`src/rtl/imm_pipe_gen_pkg.sv`:
```
// -----------------------------------------------------------------------------
// imm_pipe_gen_pkg
// Shared definitions for the immediate generator pipeline:
//   - imm_fmt_e : 3-bit immediate format code reported on out_fmt_o
//   - OPC_*     : RV32I major opcode constants (instr[6:0])
// No ports (package).
// -----------------------------------------------------------------------------
package imm_pipe_gen_pkg;

   typedef enum logic [2:0] {
      FMT_NONE = 3'd0,
      FMT_I    = 3'd1,
      FMT_S    = 3'd2,
      FMT_B    = 3'd3,
      FMT_U    = 3'd4,
      FMT_J    = 3'd5,
      FMT_Z    = 3'd6
   } imm_fmt_e;

   localparam logic [6:0] OPC_LOAD   = 7'b0000011;
   localparam logic [6:0] OPC_FENCE  = 7'b0001111;
   localparam logic [6:0] OPC_OP_IMM = 7'b0010011;
   localparam logic [6:0] OPC_AUIPC  = 7'b0010111;
   localparam logic [6:0] OPC_STORE  = 7'b0100011;
   localparam logic [6:0] OPC_OP     = 7'b0110011;
   localparam logic [6:0] OPC_LUI    = 7'b0110111;
   localparam logic [6:0] OPC_BRANCH = 7'b1100011;
   localparam logic [6:0] OPC_JALR   = 7'b1100111;
   localparam logic [6:0] OPC_JAL    = 7'b1101111;
   localparam logic [6:0] OPC_SYSTEM = 7'b1110011;

endpackage

```
`src/rtl/imm_pipe_gen_extract.sv`:
```
// -----------------------------------------------------------------------------
// imm_extract
// Purely combinational decode of one RV32I instruction word into its
// sign-extended immediate, format code and an "unsupported encoding" flag.
// Optional feature macro: IMM_PIPE_GEN_ZICSR_EN (CSR immediate forms).
// Ports:
//   instr_i   in  32    raw instruction word
//   imm_o     out XLEN  extended immediate (0 for NONE/illegal)
//   fmt_o     out 3     imm_fmt_e format code
//   illegal_o out 1     encoding not supported
// -----------------------------------------------------------------------------
module imm_extract
   import imm_pipe_gen_pkg::*;
#(
   parameter int XLEN = 32
) (
   input  logic [31:0]      instr_i,
   output logic [XLEN-1:0]  imm_o,
   output imm_fmt_e         fmt_o,
   output logic             illegal_o
);

   logic signed [31:0]      imm32;
   logic signed [XLEN-1:0]  imm_sx;
   logic [XLEN-1:0]         imm_zx;
   logic [31:0]             i_imm;

   assign i_imm = {{20{instr_i[31]}}, instr_i[31:20]};

   always_comb begin
      fmt_o     = FMT_NONE;
      illegal_o = 1'b0;
      imm32     = '0;
      if (instr_i[1:0] != 2'b11) begin
         illegal_o = 1'b1;
      end else begin
         unique case (instr_i[6:0])
            OPC_OP_IMM, OPC_LOAD, OPC_JALR: begin
               fmt_o = FMT_I;
               imm32 = i_imm;
            end
            OPC_STORE: begin
               fmt_o = FMT_S;
               imm32 = {{20{instr_i[31]}}, instr_i[31:25], instr_i[11:7]};
            end
            OPC_BRANCH: begin
               fmt_o = FMT_B;
               imm32 = {{19{instr_i[31]}}, instr_i[31], instr_i[7],
                        instr_i[30:25], instr_i[11:8], 1'b0};
            end
            OPC_LUI, OPC_AUIPC: begin
               fmt_o = FMT_U;
               imm32 = {instr_i[31:12], 12'b0};
            end
            OPC_JAL: begin
               fmt_o = FMT_J;
               imm32 = {{11{instr_i[31]}}, instr_i[31], instr_i[19:12],
                        instr_i[20], instr_i[30:21], 1'b0};
            end
            OPC_OP, OPC_FENCE: begin
               fmt_o = FMT_NONE;
            end
            OPC_SYSTEM: begin
`ifdef IMM_PIPE_GEN_ZICSR_EN
               // funct3[2] selects the CSR-immediate forms (uimm in rs1 field);
               // other non-zero funct3 are register CSR ops carrying the CSR
               // address as an I-type immediate. funct3==0 (ecall etc.) has none.
               if (instr_i[14]) begin
                  fmt_o = FMT_Z;
               end else if (instr_i[13:12] != 2'b00) begin
                  fmt_o = FMT_I;
                  imm32 = i_imm;
               end
`else
               fmt_o = FMT_NONE;
`endif
            end
            default: begin
               illegal_o = 1'b1;
            end
         endcase
      end
   end

   // Separate statements keep the signed extension out of any mixed-sign
   // expression context, so U-type on XLEN=64 sign-extends from bit 31.
   always_comb begin
      imm_sx = XLEN'(imm32);
      imm_zx = XLEN'(instr_i[19:15]);
      imm_o  = (fmt_o == FMT_Z) ? imm_zx : imm_sx;
   end

endmodule

```
`src/rtl/imm_pipe_gen.sv`:
```
// -----------------------------------------------------------------------------
// imm_pipe_gen
// One-stage valid/ready pipeline around imm_extract with a skid register so
// in_ready_o comes straight from a flop. Also counts delivered illegal results.
// Optional feature macro: IMM_PIPE_GEN_ZICSR_EN (passed through to imm_extract).
// Ports:
//   clk_i, rst_ni            clock (rising) / async active-low reset
//   in_valid_i/in_ready_o    input handshake
//   in_instr_i, in_tag_i     instruction word and opaque tag
//   out_valid_o/out_ready_i  output handshake
//   out_imm_o, out_fmt_o, out_illegal_o, out_tag_o   result fields
//   illegal_cnt_o            saturating count of illegal results delivered
// -----------------------------------------------------------------------------
module imm_pipe_gen
   import imm_pipe_gen_pkg::*;
#(
   parameter int XLEN  = 32,
   parameter int TAG_W = 4
) (
   input  logic              clk_i,
   input  logic              rst_ni,
   input  logic              in_valid_i,
   output logic              in_ready_o,
   input  logic [31:0]       in_instr_i,
   input  logic [TAG_W-1:0]  in_tag_i,
   output logic              out_valid_o,
   input  logic              out_ready_i,
   output logic [XLEN-1:0]   out_imm_o,
   output logic [2:0]        out_fmt_o,
   output logic              out_illegal_o,
   output logic [TAG_W-1:0]  out_tag_o,
   output logic [15:0]       illegal_cnt_o
);

   typedef struct packed {
      logic [XLEN-1:0]  imm;
      imm_fmt_e         fmt;
      logic             ill;
      logic [TAG_W-1:0] tag;
   } entry_t;

   entry_t      in_entry;
   imm_fmt_e    ext_fmt;
   entry_t      out_q, out_d, skid_q, skid_d;
   logic        out_valid_q, out_valid_d;
   logic        skid_valid_q, skid_valid_d;
   logic        in_ready_q, in_ready_d;
   logic [15:0] cnt_q, cnt_d;
   logic        in_fire, out_fire;

   imm_extract #(.XLEN(XLEN)) u_extract (
      .instr_i   (in_instr_i),
      .imm_o     (in_entry.imm),
      .fmt_o     (ext_fmt),
      .illegal_o (in_entry.ill)
   );

   assign in_entry.fmt = ext_fmt;
   assign in_entry.tag = in_tag_i;

   assign in_fire  = in_valid_i & in_ready_q;
   assign out_fire = out_valid_q & out_ready_i;

   always_comb begin
      out_d        = out_q;
      out_valid_d  = out_valid_q;
      skid_d       = skid_q;
      skid_valid_d = skid_valid_q;
      cnt_d        = cnt_q;

      if (!out_valid_q || out_fire) begin
         // Output slot frees up: the older skid entry has priority. While the
         // skid is full in_ready is low, so no input can arrive concurrently.
         if (skid_valid_q) begin
            out_d        = skid_q;
            out_valid_d  = 1'b1;
            skid_valid_d = 1'b0;
         end else if (in_fire) begin
            out_d       = in_entry;
            out_valid_d = 1'b1;
         end else begin
            out_valid_d = 1'b0;
         end
      end else if (in_fire) begin
         skid_d       = in_entry;
         skid_valid_d = 1'b1;
      end

      in_ready_d = ~skid_valid_d;

      if (out_fire && out_q.ill && (cnt_q != 16'hFFFF)) begin
         cnt_d = cnt_q + 16'd1;
      end
   end

   always_ff @(posedge clk_i or negedge rst_ni) begin
      if (!rst_ni) begin
         out_q        <= '0;
         out_valid_q  <= 1'b0;
         skid_q       <= '0;
         skid_valid_q <= 1'b0;
         in_ready_q   <= 1'b1;
         cnt_q        <= '0;
      end else begin
         out_q        <= out_d;
         out_valid_q  <= out_valid_d;
         skid_q       <= skid_d;
         skid_valid_q <= skid_valid_d;
         in_ready_q   <= in_ready_d;
         cnt_q        <= cnt_d;
      end
   end

   assign in_ready_o    = in_ready_q;
   assign out_valid_o   = out_valid_q;
   assign out_imm_o     = out_q.imm;
   assign out_fmt_o     = out_q.fmt;
   assign out_illegal_o = out_q.ill;
   assign out_tag_o     = out_q.tag;
   assign illegal_cnt_o = cnt_q;

endmodule

```
`config.mk`:
```
export PLATFORM = sky130hd
export DESIGN_NAME = imm_pipe_gen
export DESIGN_NICKNAME = d
export VERILOG_FILES = /design/src/rtl/imm_pipe_gen_pkg.sv /design/src/rtl/imm_pipe_gen_extract.sv /design/src/rtl/imm_pipe_gen.sv
export SDC_FILE = /design/constraint.sdc
export NUM_CORES = 1
export LEC_CHECK = 0
export CAP_MARGIN = 5
export CORE_ASPECT_RATIO = 1.4
export CORE_MARGIN = 2
export CORE_UTILIZATION = 33
export CTS_BUF_LIST = sky130_fd_sc_hd__clkbuf_4 sky130_fd_sc_hd__clkbuf_8
export DETAILED_ROUTE_END_ITERATION = 8
export GPL_TIMING_DRIVEN = 0
export MAX_ROUTING_LAYER = met4
export PLACE_DENSITY = 0.67
export SETUP_SLACK_MARGIN = 0.3
export SYNTH_ARGS = -nofsm -noshare
export SYNTH_HDL_FRONTEND = slang
export SYNTH_SLANG_ARGS = --single-unit
```
`constraint.sdc`:
```
create_clock -name clk_i -period 4.2 [get_ports clk_i]
set_clock_uncertainty 0.1 [all_clocks]
set_input_delay 0.84 -clock clk_i [delete_from_list [all_inputs] [get_ports clk_i]]
set_output_delay 0.84 -clock clk_i [all_outputs]
set_load 0.01 [all_outputs]
```
[Yosys cells after proc, flatten, opt, wreduce, memory -nomap -nowiden]
Cells that the tools add are included.
Storage, ports and cells
  register bits after elaboration: 99
  bits in latches: 0
  RAM bits: 0
  ROM bits: 0
  input port bits: 40
  output and inout bits: 58
  logic and storage cells: 54
  memories kept: 0
Cells by class
  add/sub/neg operators: 1
  multipliers: 0
  div/mod/pow operators: 0
  order comparisons: 0
  equal/unequal tests: 14
  shifts and indexed selects: 0
  mux-type cells: 13
  bitwise logic cells: 4
  reductions and logical operators: 10
Operators with widths (count)
  case mux 32 bit (5 select lines): 1
  2-to-1 mux 40 bit: 2
  2-to-1 mux 32 bit: 2
  equality test 7 bit, second input constant: 4
  equality test 7 x 6 -> 1 bit, second input constant: 3
  adder 16 x 1 -> 16 bit, second input constant: 1
  inequality test 16 bit, second input constant: 1
  case mux 3 bit (5 select lines): 1
  equality test 7 x 5 -> 1 bit, second input constant: 2
  OR reduction 11 bit: 1
  equality test 7 x 2 -> 1 bit, second input constant: 1
  equality test 7 x 4 -> 1 bit, second input constant: 1
  2-to-1 mux 1 bit: 6
  AND reduction 2 bit: 2
  equality test 3 bit, second input constant: 1
  2-to-1 mux 3 bit: 1
  OR reduction 3 bit: 1
  AND 1 bit: 2
  logical AND 1 bit: 2
  inequality test 2 bit, second input constant: 1
  NOT 1 bit: 2
  nonzero test 2 bit: 1
  OR reduction 2 bit: 1
  zero test 1 bit: 1
  logical OR 1 bit: 1

[Depth between registers and ports, before layout]
Gate-level depths: netlist (run 1).
  depth after elaboration: 8
  mapped depth: 7
  depth with buffers taken out: 5

[Modules after synthesis]
Synthesis (run 1) repeated with hierarchy kept, for this count alone.
Unflattened totals
  cells, all modules: 413
  area, all modules: 4755.8 µm²
By module, submodules not included
  imm_pipe_gen: instances 1, cells an instance 340, area an instance 4191.5 µm², sequential area each 2478.6 µm²
  imm_extract: instances 1, cells an instance 73, area an instance 564.3 µm², sequential area each 0.0 µm²

[Worst setup path after synthesis (run 1)]
OpenSTA, ideal clock, no wires.
  kind: input to register
  start: in in_instr_i[5]
  end: reg out_q, in the netlist out_imm_o[12]
  library setup time: 94 ps
  data arrival time: 1912 ps
  required time: 4006 ps
  slack: 2094 ps
  stages: 5
  path buffers: 1
  cell sequence: buf_6 mux2_4 nor4_4 nor2_1 a211oi_1
Between the ends
  longest elaborated chain between the ends: 8
  elaborated cells between the ends (all ways): 18
  classes of those cells: eq/ne: 9; mux: 7; reduce/logical: 2
RTL lines
  from (decl): RTL line imm_pipe_gen.sv:24  | input logic [31:0] in_instr_i,
  equality test 7 x 5 -> 1 bit, or another cell as far along: RTL line imm_pipe_gen_extract.sv:37  | unique case (instr_i[6:0])
  OR reduction 3 bit or OR reduction 2 bit (tied branches)
  case mux 3 bit (5 select lines): RTL line imm_pipe_gen_extract.sv:37
  2-to-1 mux 3 bit: RTL line imm_pipe_gen_extract.sv:34  | if (instr_i[1:0] != 2'b11) begin
  equality test 3 bit: RTL line imm_pipe_gen_extract.sv:90  | imm_o = (fmt_o == FMT_Z) ? imm_zx : imm_sx;
  2-to-1 mux 32 bit (*): RTL line imm_pipe_gen_extract.sv:90
  2-to-1 mux 40 bit (*): RTL line imm_pipe_gen.sv:78  | end else if (in_fire) begin
  2-to-1 mux 40 bit (*): RTL line imm_pipe_gen.sv:74  | if (skid_valid_q) begin
  to (signal assigned): RTL line imm_pipe_gen.sv:105  | out_q <= out_d;
  to (decl): RTL line imm_pipe_gen.sv:44  | entry_t out_q, out_d, skid_q, skid_d;
Every way passes the cells marked *; elsewhere a longest branch is shown, timed or not. The select of a mux whose other input is x is not followed.
A chain may end at the register's enable or synchronous reset.

[Worst setup path in the final report (run 1)]
  start: in out_ready_i
  end: reg out_q, in the netlist out_imm_o[26]
Between the ends
  longest elaborated chain between the ends: 3
RTL lines
  from (decl): RTL line imm_pipe_gen.sv:27  | input logic out_ready_i,
  AND 1 bit: RTL line imm_pipe_gen.sv:62  | assign out_fire = out_valid_q & out_ready_i;
  logical OR 1 bit: RTL line imm_pipe_gen.sv:71  | if (!out_valid_q || out_fire) begin
  AND reduction 2 bit (no source line)
Every way passes these cells.

==> summary.txt, run 1 <==
Max Root-Sink Buffers: 2
Hold/Removal Path Class: in -> async
Max_slew headroom: 56.0%
Starting density of the core: 33.9%
# port buffers: 96
Global route overflow: 0
Critical path arrival: 2.80 ns
Clock-pin slew on the worst setup and hold paths: 0.10 ns
Drt wl/cell: 17.5 um
Top_reg_cell synth: dfrtp_1
Most common cell after layout, fill and taps aside: dfrtp_1
Finished Layout Cells: 774
# resized after CTS: 0
Status: complete, no violations
Max Cap Viol: 0
Layout net count: 625
# IOs: 98
# Post-CTS Setup Buffers: 0
Number of inserted diodes: 0
Period utilization: 62.6%
Final setup violation count: 0
Worst path slowest cell: clkdlybuf4s50_1
Cell count after synthesis: 476
CTS tree: yes
Initial antenna violation count: 0
Vias: 4,094
# clock sinks: 99
Placed cells: 758
Adder-Cell Fraction of Synth Area: 0.265%
DRC: 0
Crit path max fanout: 10
Netlist cell types: 65
Final Hold Viols: 0
Seq cells post-synth: 99
First DRT Iteration DRCs: 174
CP dominant cell by count: nor2_1
P&R area growth vs syn: 30.7%
Total Die Area: 15,300 um2
Synth Area in XOR/XNOR: 1.67%
Post-synth EDFFs: 0
Post-synth ARST share: 100%
Gpl congestion: 0.882
Fmax: 380 MHz
Fillers: 1,396
Most frequent cells in the layout: 98 x dfrtp_1, 95 x clkdlybuf4s50_1, 68 x nand2_1
Fin crit period: 2.63 ns
Cts hold-fix bufs: 0
Share of layout cells above drive strength 1: 10.2%
Synth warn: 0
CP cell instances: clkdlybuf4s50_1 > nor2b_1 > nor2_1 > clkbuf_1 > nor2_1 > a211oi_1
Cts bufs inserted: 9
Via/cell ratio: 5.29
Chip Width: 105 um
Post-synthesis mux area share: 1.62%
Setup_tns: 0 ns
Slew Limit Fails: 0
# H-tree levels: 3
WS Path Type: in -> reg
Total GRT Usage: 18.4%
Compound-Gate Fraction of Synth Area: 19.3%
Global-route wire length before repair: 22,000 um
Simple-Gate Fraction of Synth Area: 20.7%
Clock insertion delay at the later pin of the skew report: 0.38 ns
Site Rows: 51
Syn_area_per_cell: 9.90 um2
WP data required: 4.37 ns
Crit end category: flip-flop
Post-synthesis sequential area ratio: 52.6%
Largest net degree at the start of global routing: 65
Post-Route WL: 13,500 um
Leakage: 0.00245 uW
Reg2reg setup slack: 2.05 ns
Mapped Area: 4710 um2
Core area: 13,900 um2
Unrepaired setup endpoints after global routing: false
Syn Nets: 517
Pwr dens: 444 nW/um2
Largest family of logic cells by synthesized area: simple AND/OR/NAND/NOR gates
Max VDD drop: 191 uV
Vias in the first global route: 4,229
Post-DP HPWL: 10,100 um
Worst Max-Slew Pin Slew: 0.655 ns
Root buffer cell: clkbuf_8
Die H: 145 um
Antenna-violating nets left: 0
Worst setup SP type: input pin
1st-pass router iterations: 4
Worst hold slack: 0.321 ns
Max incr delay on CP: 0.53 ns
==> state kept, by name (all words and copies together) (netlist names) <==
name	flops
illegal_cnt_o	16
in_ready_o	1
out_fmt_o	3
out_illegal_o	1
out_imm_o	32
out_tag_o	4
out_valid_o	1
skid_q	40
skid_valid_q	1
==> worst max-delay path: cells and delay by family <==
family	cells	cell delay, ns
buffers and inverters	2	0.97
AND/OR/NAND/NOR	3	0.72
AO/OA/AOI/OAI	1	0.26
==> cells by family after synthesis <==
kind of cell             after synthesis
flip-flops                            99
multiplexers                           7
buffers and inverters                 35
XOR/XNOR                               9
AND/OR/NAND/NOR                      201
adder cells (fa/ha/maj)                1
AO/OA/AOI/OAI                        124
==> cell type report <==
class | count | area (um2) | area share, %
plain buffers | 31 | 166 | 2.70
clock buffers | 11 | 145 | 2.36
clock inverters | 5 | 83.8 | 1.36
inverters | 4 | 15.0 | 0.244
multi-input cells | 342 | 2050 | 33.3
flip-flops and latches | 99 | 2480 | 40.2
well taps | 185 | 231 | 3.76
repair buffers | 97 | 986 | 16.0
==> per-stage QoR <==
step / worst slack (ns) / util, % / total power [uW] / cell area [um2]
final: 1.57 / 44.3 / 2730 / 6160
after global routing: 1.39 / 44.3 / 2880 / 6160
after CTS: 1.60 / 44.3 / 2760 / 6160
after detailed placement: 1.20 / 42.6 / 2050 / 5930
after global placement: -1.48 / 42.5 / 2020 / 5910
after floorplan: 2.09 / - / 1610 / 4710
==> cells in the mapped netlist, types with 2 or more instances <==
cell type / instances / area, um2
nor3_1: 22 / 110
a31oi_1: 5 / 31.3
nand3_1: 14 / 70.1
nor2b_1: 4 / 25.0
or3_1: 2 / 12.5
nor2_1: 51 / 191
nor3b_1: 3 / 22.5
o211ai_1: 12 / 90.1
a211oi_1: 13 / 97.6
a211o_1: 2 / 17.5
nand3_2: 2 / 20.0
o32ai_1: 2 / 17.5
buf_6: 4 / 45.0
and2_1: 2 / 12.5
a221oi_1: 8 / 70.1
xnor2_1: 9 / 78.8
o21ai_1: 5 / 25.0
nand2_1: 68 / 255
dfrtp_1: 98 / 2450
a22o_1: 6 / 52.6
and2_0: 2 / 12.5
a21oi_1: 31 / 155
and3_1: 8 / 50.1
buf_4: 2 / 15.0
mux2i_1: 5 / 50.1
clkbuf_1: 15 / 56.3
nand4b_1: 3 / 26.3
a211oi_2: 7 / 87.6
nand4_1: 7 / 43.8
buf_2: 10 / 50.1
o21ai_0: 17 / 85.1
inv_1: 3 / 11.3
and4_1: 2 / 17.5
==> worst paths after layout <==
path / cells after the start / from / end
setup / recovery: 6 / out_ready_i / out_imm_o[26]
max in group asynchronous: 2 / rst_ni / in_ready_o
setup reg to reg: 5 / in_ready_o / out_imm_o[19]
hold reg to reg: 2 / skid_q[8] / skid_q[8]
hold / removal: 1 / rst_ni / illegal_cnt_o[2]
min in group clk_i: 2 / skid_q[8] / skid_q[8]
==> report_power, final <==
part | internal [uW] | switching, uW | total, uW
registers | 1130 | 128 | 1260
clock network | 361 | 350 | 711
logic | 393 | 374 | 767
total | 1880 | 852 | 2730
==> layer usage <==
metal | global-route usage (%) | part of all wire (%)
met1 | 21.5 | 42
met2 | 31.2 | 51
met3 | 3.18 | 4.2
met4 | 7.33 | 2.6
met5 | - | 0
Power figures use the tool's default switching activity.
==> inputs of run 2 (changes only) <==
- PLACE_DENSITY: 0.67 -> 0.69
- clock period: 4.2 -> 2.2 ns (I/O delays scaled with it)
==> summary.txt, run 2 (same netlist as run 1, synthesis figures left out) <==
Status: complete, no violations
Worst Max-Slew Pin Slew: 0.560 ns
First DRT Iteration DRCs: 296
Reg2reg setup slack: 0.25 ns
# clock sinks: 99
Max incr delay on CP: 0.43 ns
Worst hold slack: 0.388 ns
Worst Path Buf+Inv: 1
Vias: 4,352
Unrepaired setup endpoints after global routing: true
Post-Layout Inst Area: 6620 um2
Global route overflow: 0
Hold Crit Start: skid_q[7]
Max FFs per register: 40
Via/cell ratio: 5.41
WS Path Type: reg -> reg
Top delay family on crit path: flip-flops
Leakage: 0.00288 uW
Drt wl/cell: 17.5 um
Top reg by flops: skid_q
Final setup margin: 0.249 ns
Max Cap Viol: 0
Total GRT Usage: 18.7%
Setup_tns: 0 ns
Gpl congestion: 0.950
# H-tree levels: 3
Max VDD drop: 446 uV
Fin crit period: 1.95 ns
Starting density of the core: 33.9%
Vias in the first global route: 4,339
Post-DP HPWL: 9880 um
Hold path cells: 2
CP cell instances: ha_4 > nand2_4 > or3_4 > buf_6 > o31ai_4 > mux2_4
Antenna-violating nets left: 0
Post-Place Cell Area: 5940 um2
Path depth of the worst reg2reg path: 6
Most frequent cells in the layout: 95 x dfrtp_1, 69 x clkdlybuf4s50_1, 67 x nand2_1
Clock insertion delay at the later pin of the skew report: 0.40 ns
# port buffers: 96
Worst path slowest cell: dfrtp_1
WP data required: 2.38 ns
Fmax: 512 MHz
Worst setup SP type: flip-flop
Final Hold Viols: 0
Number of inserted diodes: 0
DRC: 0
Chip Width: 105 um
Die H: 145 um
Most common cell after layout, fill and taps aside: dfrtp_1
Hold/Removal Path Class: reg -> reg
Period utilization: 88.7%
Site Rows: 51
Total Die Area: 15,300 um2
Cts bufs inserted: 9
FF-to-FF End: illegal_cnt_o[1]
Max_slew headroom: 62.6%
Layout net count: 656
Post-Route WL: 14,100 um
CTS tree: yes
Crit path max fanout: 7
# IOs: 98
Slew Limit Fails: 0
Share of layout cells above drive strength 1: 19.5%
Initial antenna violation count: 0
Pwr dens: 830 nW/um2
Critical path arrival: 2.13 ns
Crit end category: flip-flop
Final setup violation count: 0
P&R area growth vs syn: 40.5%
Largest net degree at the start of global routing: 74
Root buffer cell: clkbuf_8
Clock-pin slew on the worst setup and hold paths: 0.10 ns
1st-pass router iterations: 5
Max Root-Sink Buffers: 2
Core area: 13,900 um2
Hold endpoint: skid_q[7]
Global-route wire length before repair: 22,000 um
Reg-to-reg startpoint: illegal_cnt_o[0]
Pre-CTS WS: -0.416 ns
WP depth: 6
[run 2: timing repair]
item                                    CTS  global route
hold buffers                              1             0
pin swaps                                 4             5
resized for setup                        33            50
cloned                                    1             0
buffers inserted                         21             8
endpoints found under the hold margin    26             0
endpoints found under the setup margin  102            99
[run 2: layout make-up]
class / instances / area (um2)
Fill cell: 1327 / 7290
Tap cell: 185 / 231
Clock buffer: 9 / 124
Multi-Input combinational cell: 343 / 2230
Clock inverter: 7 / 105
Timing Repair Buffer: 127 / 1240
Buffer: 31 / 201
Sequential cell: 99 / 2480
Inverter: 4 / 15.0
[run 2: worst register-to-register path: cells and delay by family, from the launching register on]
kind | cells | cell delay [ns]
buffers and inverters | 1 | 0.14
multiplexers | 1 | 0.32
adder cells (fa/ha/maj) | 1 | 0.17
AND/OR/NAND/NOR | 2 | 0.42
AO/OA/AOI/OAI | 1 | 0.26
flip-flops | 1 | 0.43
[run 2: worst max path at each step]
stage | startpoint | end | slack, ns
3_3_place_gp | rst_ni | out_imm_o[19] | -3.14
2_1_floorplan | illegal_cnt_o[0] | illegal_cnt_o[1] | 0.25
4_1_cts | illegal_cnt_o[1] | illegal_cnt_o[1] | 0.24
5_1_grt | illegal_cnt_o[0] | illegal_cnt_o[1] | 0.19
6_report | illegal_cnt_o[0] | illegal_cnt_o[1] | 0.25
3_5_place_dp | in_valid_i | out_tag_o[3] | -0.42
[run 2: per-layer routing]
metal / GRT usage [%] / vias to the layer above / part of all wire, % / wire [um]
met5: - / - / 0 / 0
met1: 21.1 / 2143 / 40 / 5640
met4: 7.80 / 0 / 3.4 / 482
met2: 32.1 / 157 / 51 / 7200
li1: - / 2005 / - / -
met3: 3.58 / 47 / 5.2 / 727
[run 2: power by group]
group | internal, uW | switching [uW] | total (uW)
Combinational | 916 | 828 | 1740
Sequential | 2160 | 223 | 2380
Clock | 663 | 714 | 1380
[run 2: metrics by stage]
step / total power (uW) / util [%] / instances
2_1_floorplan: 3090 / - / 476
3_3_place_gp: 3860 / 42.5 / 757
3_5_place_dp: 3910 / 42.7 / 758
4_1_cts: 5390 / 46.0 / 797
5_1_grt: 5790 / 47.6 / 805
6_report: 5500 / 47.6 / 805
